<file path="src/rtl/mips_cpu_bus_master.sv">
`default_nettype none
// ============================================================================
// Module  : mips_cpu_bus_master
// Brief   : Avalon-MM master arbitrating MIPS fetch/data channels onto one bus
// Rev     : 1.0  initial release
// ============================================================================
module mips_cpu_bus_master #(
  parameter int ADDR_WIDTH     = 32,
  parameter int DATA_WIDTH     = 32,
  parameter int TIMEOUT_CYCLES = 256
) (
  input  logic                    clk,
  input  logic                    reset,
  input  logic                    i_req,
  input  logic [ADDR_WIDTH-1:0]   i_addr,
  output logic                    i_done,
  output logic [31:0]             i_rdata,
  input  logic                    d_req,
  input  logic                    d_we,
  input  logic [1:0]              d_size,
  input  logic                    d_signed,
  input  logic [ADDR_WIDTH-1:0]   d_addr,
  input  logic [DATA_WIDTH-1:0]   d_wdata,
  output logic                    d_done,
  output logic [DATA_WIDTH-1:0]   d_rdata,
  output logic                    err,
  output logic                    busy,
  output logic [ADDR_WIDTH-1:0]   address,
  output logic                    write,
  output logic                    read,
  output logic [DATA_WIDTH-1:0]   writedata,
  output logic [DATA_WIDTH/8-1:0] byteenable,
  input  logic [DATA_WIDTH-1:0]   readdata,
  input  logic                    waitrequest
);
  localparam int BE_WIDTH = DATA_WIDTH / 8;
  localparam int OFS      = $clog2(BE_WIDTH);
  localparam int c_tcnt_w = (TIMEOUT_CYCLES < 2) ? 1 : $clog2(TIMEOUT_CYCLES + 1);
  localparam logic [c_tcnt_w:0] c_tlimit = (c_tcnt_w + 1)'(TIMEOUT_CYCLES);

  typedef enum logic [1:0] {
    S_IDLE = 2'd0,
    S_BUS  = 2'd1,
    S_DONE = 2'd2
  } state_t;

  state_t                r_state, w_state_nxt;
  logic                  r_is_data, w_is_data_nxt;
  logic [1:0]            r_size, w_size_nxt;
  logic                  r_signed, w_signed_nxt;
  logic [OFS-1:0]        r_ofs, w_ofs_nxt;
  logic [c_tcnt_w-1:0]   r_tcnt, w_tcnt_nxt;

  logic [ADDR_WIDTH-1:0] w_address_nxt;
  logic                  w_read_nxt, w_write_nxt;
  logic [DATA_WIDTH-1:0] w_writedata_nxt;
  logic [BE_WIDTH-1:0]   w_be_nxt;
  logic                  w_i_done_nxt, w_d_done_nxt, w_err_nxt, w_busy_nxt;
  logic [31:0]           w_i_rdata_nxt;
  logic [DATA_WIDTH-1:0] w_d_rdata_nxt;

  // A fetch is treated as an unsigned word load from i_addr.
  logic [ADDR_WIDTH-1:0] w_req_addr;
  logic [1:0]            w_req_size;
  logic [2:0]            w_low_mask;
  logic                  w_misaligned;
  logic [BE_WIDTH-1:0]   w_req_be;
  logic [DATA_WIDTH-1:0] w_req_wdata;
  logic [DATA_WIDTH-1:0] w_rd_shifted, w_load_ext;
  logic                  w_load_sign;

  function automatic logic [BE_WIDTH-1:0] size_lanes(input logic [1:0] size);
    logic [BE_WIDTH-1:0] lanes;
    for (int i = 0; i < BE_WIDTH; i++) lanes[i] = (i < (1 << size));
    return lanes;
  endfunction

  assign w_req_addr  = d_req ? d_addr : i_addr;
  assign w_req_size  = d_req ? d_size : 2'd2;
  assign w_req_be    = size_lanes(w_req_size) << w_req_addr[OFS-1:0];
  assign w_req_wdata = d_wdata << {w_req_addr[OFS-1:0], 3'b000};

  always_comb begin
    w_low_mask = 3'b000;
    case (w_req_size)
      2'd1:    w_low_mask = 3'b001;
      2'd2:    w_low_mask = 3'b011;
      2'd3:    w_low_mask = 3'b111;
      default: w_low_mask = 3'b000;
    endcase
    w_misaligned = (int'(w_req_size) > OFS) || ((w_req_addr[2:0] & w_low_mask) != 3'b000);
  end

  assign w_rd_shifted = readdata >> {r_ofs, 3'b000};

  always_comb begin
    w_load_sign = 1'b0;
    if (r_signed) begin
      case (r_size)
        2'd0:    w_load_sign = w_rd_shifted[7];
        2'd1:    w_load_sign = w_rd_shifted[15];
        2'd2:    w_load_sign = w_rd_shifted[31];
        default: w_load_sign = w_rd_shifted[DATA_WIDTH-1];
      endcase
    end
    for (int i = 0; i < DATA_WIDTH; i++)
      w_load_ext[i] = (i < (8 << r_size)) ? w_rd_shifted[i] : w_load_sign;
  end

  always_comb begin
    w_state_nxt     = r_state;
    w_is_data_nxt   = r_is_data;
    w_size_nxt      = r_size;
    w_signed_nxt    = r_signed;
    w_ofs_nxt       = r_ofs;
    w_tcnt_nxt      = r_tcnt;
    w_address_nxt   = address;
    w_read_nxt      = read;
    w_write_nxt     = write;
    w_writedata_nxt = writedata;
    w_be_nxt        = byteenable;
    w_i_done_nxt    = 1'b0;
    w_d_done_nxt    = 1'b0;
    w_err_nxt       = 1'b0;
    w_i_rdata_nxt   = '0;
    w_d_rdata_nxt   = '0;
    case (r_state)
      S_IDLE: begin
        if (d_req || i_req) begin
          w_is_data_nxt = d_req;
          w_size_nxt    = w_req_size;
          w_signed_nxt  = d_req & d_signed;
          w_ofs_nxt     = w_req_addr[OFS-1:0];
          if (w_misaligned) begin
            w_state_nxt  = S_DONE;
            w_i_done_nxt = ~d_req;
            w_d_done_nxt = d_req;
            w_err_nxt    = 1'b1;
          end else begin
            w_state_nxt   = S_BUS;
            w_tcnt_nxt    = '0;
            w_address_nxt = {w_req_addr[ADDR_WIDTH-1:OFS], {OFS{1'b0}}};
            w_read_nxt    = ~(d_req & d_we);
            w_write_nxt   = d_req & d_we;
            w_be_nxt      = w_req_be;
            if (d_req && d_we) w_writedata_nxt = w_req_wdata;
          end
        end
      end
      S_BUS: begin
        if (!waitrequest) begin
          w_state_nxt  = S_DONE;
          w_read_nxt   = 1'b0;
          w_write_nxt  = 1'b0;
          w_i_done_nxt = ~r_is_data;
          w_d_done_nxt = r_is_data;
          if (r_is_data) begin
            if (read) w_d_rdata_nxt = w_load_ext;
          end else begin
            w_i_rdata_nxt = w_rd_shifted[31:0];
          end
        end else if (TIMEOUT_CYCLES != 0 && ({1'b0, r_tcnt} + 1'b1) == c_tlimit) begin
          w_state_nxt  = S_DONE;
          w_read_nxt   = 1'b0;
          w_write_nxt  = 1'b0;
          w_i_done_nxt = ~r_is_data;
          w_d_done_nxt = r_is_data;
          w_err_nxt    = 1'b1;
        end else begin
          w_tcnt_nxt = r_tcnt + 1'b1;
        end
      end
      S_DONE:  w_state_nxt = S_IDLE;
      default: w_state_nxt = S_IDLE;
    endcase
    w_busy_nxt = (w_state_nxt != S_IDLE);
  end

  always_ff @(posedge clk or negedge reset) begin
    if (!reset) begin
      r_state    <= S_IDLE;
      r_is_data  <= 1'b0;
      r_size     <= 2'd0;
      r_signed   <= 1'b0;
      r_ofs      <= '0;
      r_tcnt     <= '0;
      address    <= '0;
      read       <= 1'b0;
      write      <= 1'b0;
      writedata  <= '0;
      byteenable <= '0;
      i_done     <= 1'b0;
      d_done     <= 1'b0;
      err        <= 1'b0;
      busy       <= 1'b0;
      i_rdata    <= '0;
      d_rdata    <= '0;
    end else begin
      r_state    <= w_state_nxt;
      r_is_data  <= w_is_data_nxt;
      r_size     <= w_size_nxt;
      r_signed   <= w_signed_nxt;
      r_ofs      <= w_ofs_nxt;
      r_tcnt     <= w_tcnt_nxt;
      address    <= w_address_nxt;
      read       <= w_read_nxt;
      write      <= w_write_nxt;
      writedata  <= w_writedata_nxt;
      byteenable <= w_be_nxt;
      i_done     <= w_i_done_nxt;
      d_done     <= w_d_done_nxt;
      err        <= w_err_nxt;
      busy       <= w_busy_nxt;
      i_rdata    <= w_i_rdata_nxt;
      d_rdata    <= w_d_rdata_nxt;
    end
  end
endmodule
`default_nettype wire
</file>
<file path="config.mk">
export PLATFORM = sky130hd
export DESIGN_NAME = mips_cpu_bus_master
export DESIGN_NICKNAME = d
export VERILOG_FILES = /design/src/rtl/mips_cpu_bus_master.sv
export SDC_FILE = /design/constraint.sdc
export NUM_CORES = 1
export LEC_CHECK = 0
export CAP_MARGIN = 40
export CORE_ASPECT_RATIO = 0.6
export CORE_MARGIN = 3
export CORE_UTILIZATION = 40
export CTS_CLUSTER_SIZE = 12
export DETAILED_ROUTE_END_ITERATION = 8
export HOLD_SLACK_MARGIN = 0.08
export PLACE_DENSITY = 0.77
export SLEW_MARGIN = 40
export SYNTH_ARGS = -nofsm -noshare
export SYNTH_HDL_FRONTEND = slang
export SYNTH_SLANG_ARGS = --single-unit
</file>
<file path="constraint.sdc">
create_clock -name clk -period 2.1 [get_ports clk]
set_clock_uncertainty 0.2 [all_clocks]
set_input_delay 0.315 -clock clk [delete_from_list [all_inputs] [get_ports clk]]
set_output_delay 0.315 -clock clk [all_outputs]
set_load 0.005 [all_outputs]
</file>
==> results.ini <==
[run_status]
outcome = finished with violations
violations = setup timing

[logic_synthesis]
netlist_area_um2 = 6990
syn_avg_cell_area_um2 = 10.1
synth_seq_area_share_pct = 54.8
synth.largest_area_cell = dfrtp_1
yosys_warnings = 0
synth_top_area_share_pct = 54.8
ys_ff_latch = 153
synth_ff_type = dfrtp_1
synthCells = 695
synth_cell_types = 61
ys_top_cells_by_area = dfrtp_1 (55%), mux2i_1 (8.3%), nand2_1 (6.1%)
synthArstFlopShare_pct = 100
synth_edf_count = 0

[sta]
max_freq_ghz = 0.448
setup_slack_ns = -0.134
worst_hold_slack_ns = 0.192
finalCriticalPeriod_ns = 2.23
hold_viol = 0
rsz0062_at_grt = yes
slew_viol_final = 0
post-route-period-util_pct = 106
finalSetupViolCount = 6

[critical_path]
critPathLaunchType = flip-flop
end_kind = flip-flop
cp.arrival_ns = 2.33
critPathKind = flip-flop to flip-flop
crit_fanout = 6
required_ns = 2.19

[routing]
wl_mm = 23.4
ant_nets = 0
post-route-drc-count = 0
wl_per_cell_um = 18.4
vias = 6462
dr.pass1.iters = 5
drt-initial-drc-count = 454
drt-vias-per-instance = 5.09

[cts]
htreeDepth = 4
clock_latency_ns = 0.41
cts_tree = built
cts.reportedPaths.clkPinSlew_ns = 0.07
cts.sinks = 153
clockBufferDepth = 2
numCtsBuffers = 17
clockRootBuffer = clkbuf_16

[global_route]
top_usage_layer = met2
grt_pass1_vias = 6631
antenna_found_initial = 1
grt_pass1_wl_mm = 35.9
grt_util_met2_pct = 37.7
use_met1_pct = 33.2
gr-usage-met3_pct = 7.96
grt_max_degree = 50
track_usage_pct = 24.2
grt_overflow = 0

[power_and_ir_drop]
vdd_drop_max_uv = 653
power_w = 0.0118
power_leakage_nw = 5.05
power.density_nw_per_um2 = 1050

[floorplanning]
fp.coreArea_um2 = 16700
pin_count = 275
start_util_pct = 41.9
dieArea_um2 = 19100
fp.dieH_um = 108
rows = 36
fp.dieW_um = 177

[finish]
fin_area_um2 = 11300
layout.nets = 1167
fillers = 1280
drive_gt1_share_pct = 16.7
syn2layout_area_growth_pct = 61.3
fin_util_pct = 67.6

[placement]
portBuffers = 272
dp_hpwl_mm = 17.8
placed_area_um2 = 10500
gp_congestion = 0.950

[worst_hold_path]
hold_class = primary input to asynchronous set/reset pin

[run]
maxCapViolCount = 0

## through the flow
| stage | instances | TNS [ns] | worst slack, ns |
|---|---|---|---|
| after floorplan | 696 | -0.129 | -0.0805 |
| after global placement | 1230 | -13.07 | -0.198 |
| after detailed placement | 1230 | -15.99 | -0.257 |
| after CTS | 1265 | -0.163 | -0.0857 |
| after global routing | 1270 | -0.885 | -0.184 |
| final | 1270 | -0.467 | -0.134 |
## state kept, by name, indices dropped and copies added, names as in the netlist
signal	cells
address	30
busy	1
byteenable	4
d_done	1
d_rdata	32
err	1
i_done	1
i_rdata	32
r_is_data	1
r_ofs	2
r_signed	1
r_size	2
r_state	2
r_tcnt	9
read	1
write	1
writedata	32
## cell families (layout without fill, tap and decap cells)
logic type,count (synthesis),after routing,synth area share (%)
AND/OR/NAND/NOR,259,259,16.0
flip-flops,153,153,54.8
AO/OA/AOI/OAI,152,152,13.7
multiplexers,77,77,11.4
buffers and inverters,49,394,3.47
adder cells (fa/ha/maj),2,2,0.358
XOR/XNOR,2,2,0.251
other,1,3,0.0537
## repair_timing
action,in CTS,in global routing
hold buffers,1,0
endpoints found under the hold margin,153,0
setup endpoints to repair,17,15
gates cloned,0,0
gates resized for setup,11,17
pin swaps,8,2
setup buffers,2,4
## cell usage in the layout (no fill, tap or decap), types with 6 or more instances in the layout
cell type        count
clkdlybuf4s50_1    270
dfrtp_1            150
nand2_1            112
nor2_1              92
buf_4               71
mux2i_1             58
a21oi_1             53
o21ai_0             32
mux2_2              18
clkbuf_16           17
a31oi_1             10
o21a_1               9
and2_1               9
o31ai_1              9
nand3_1              8
a22oi_1              8
buf_12               8
inv_6                6
buf_6                6
## worst max-delay path: stages, from the launching register on
cell and delay (ns):
dfrtp_1 0.41, and3_2 0.25, a311oi_4 0.34, o2111a_2 0.26
a31oi_4 0.15, buf_4 0.19, a221o_1 0.31
## cell type report
type | count | area (um^2) | area share [%]
clock buffers | 17 | 425 | 3.77
flip-flops and latches | 153 | 3830 | 34.0
clock inverters | 15 | 185 | 1.64
multi-input cells | 494 | 3040 | 27.0
well taps | 228 | 285 | 2.53
diodes | 1 | 2.50 | 0.0222
repair buffers | 357 | 3480 | 30.9
inverters | 5 | 18.8 | 0.167
## cell usage after synthesis, types with 2 or more instances
cell	number
and2_1	9
nor3_1	5
o21a_1	9
inv_1	5
and3_1	4
nor2b_1	3
a22oi_1	8
mux2_2	18
nand3_1	9
buf_4	6
and3_2	2
clkbuf_1	15
mux2i_1	58
a211o_1	2
nand3b_1	2
buf_6	3
buf_1	9
a21oi_1	53
nand4_1	4
ha_1	2
nor2_1	92
o31ai_1	10
xor2_1	2
a31oi_1	10
or2_1	2
and4_2	2
a21o_1	2
o22a_1	2
dfrtp_1	153
or2_2	3
buf_2	11
nand2_1	114
o22ai_1	2
or3_1	2
o21ai_0	36
## where the power goes
group          switching, W  internal (W)  total, W
Combinational       0.00197       0.00245   0.00442
Sequential         0.000498       0.00368   0.00418
Clock               0.00138       0.00180   0.00318
Total               0.00385       0.00794    0.0118
## path summary, 6_finish.rpt
check / from / endpoint / slack, ns / cells past startpoint
min in group clk: writedata[10] / writedata[10] / 0.29 / 2
worst max register to register: r_tcnt[4] / r_tcnt[5] / -0.13 / 6
max in group asynchronous: reset / address[25] / 0.85 / 3
worst min-delay path: reset / d_rdata[16] / 0.19 / 2
worst min register to register: writedata[10] / writedata[10] / 0.29 / 2
worst max-delay path: r_tcnt[4] / r_tcnt[5] / -0.13 / 6
## routing by layer
| metal | share of wire (%) | wire [um] |
|---|---|---|
| met5 | 0 | 0 |
| met4 | 0.90 | 210 |
| met3 | 9.3 | 2160 |
| met2 | 46 | 10700 |
| met1 | 44 | 10300 |
(Power assumes the default switching activity.)
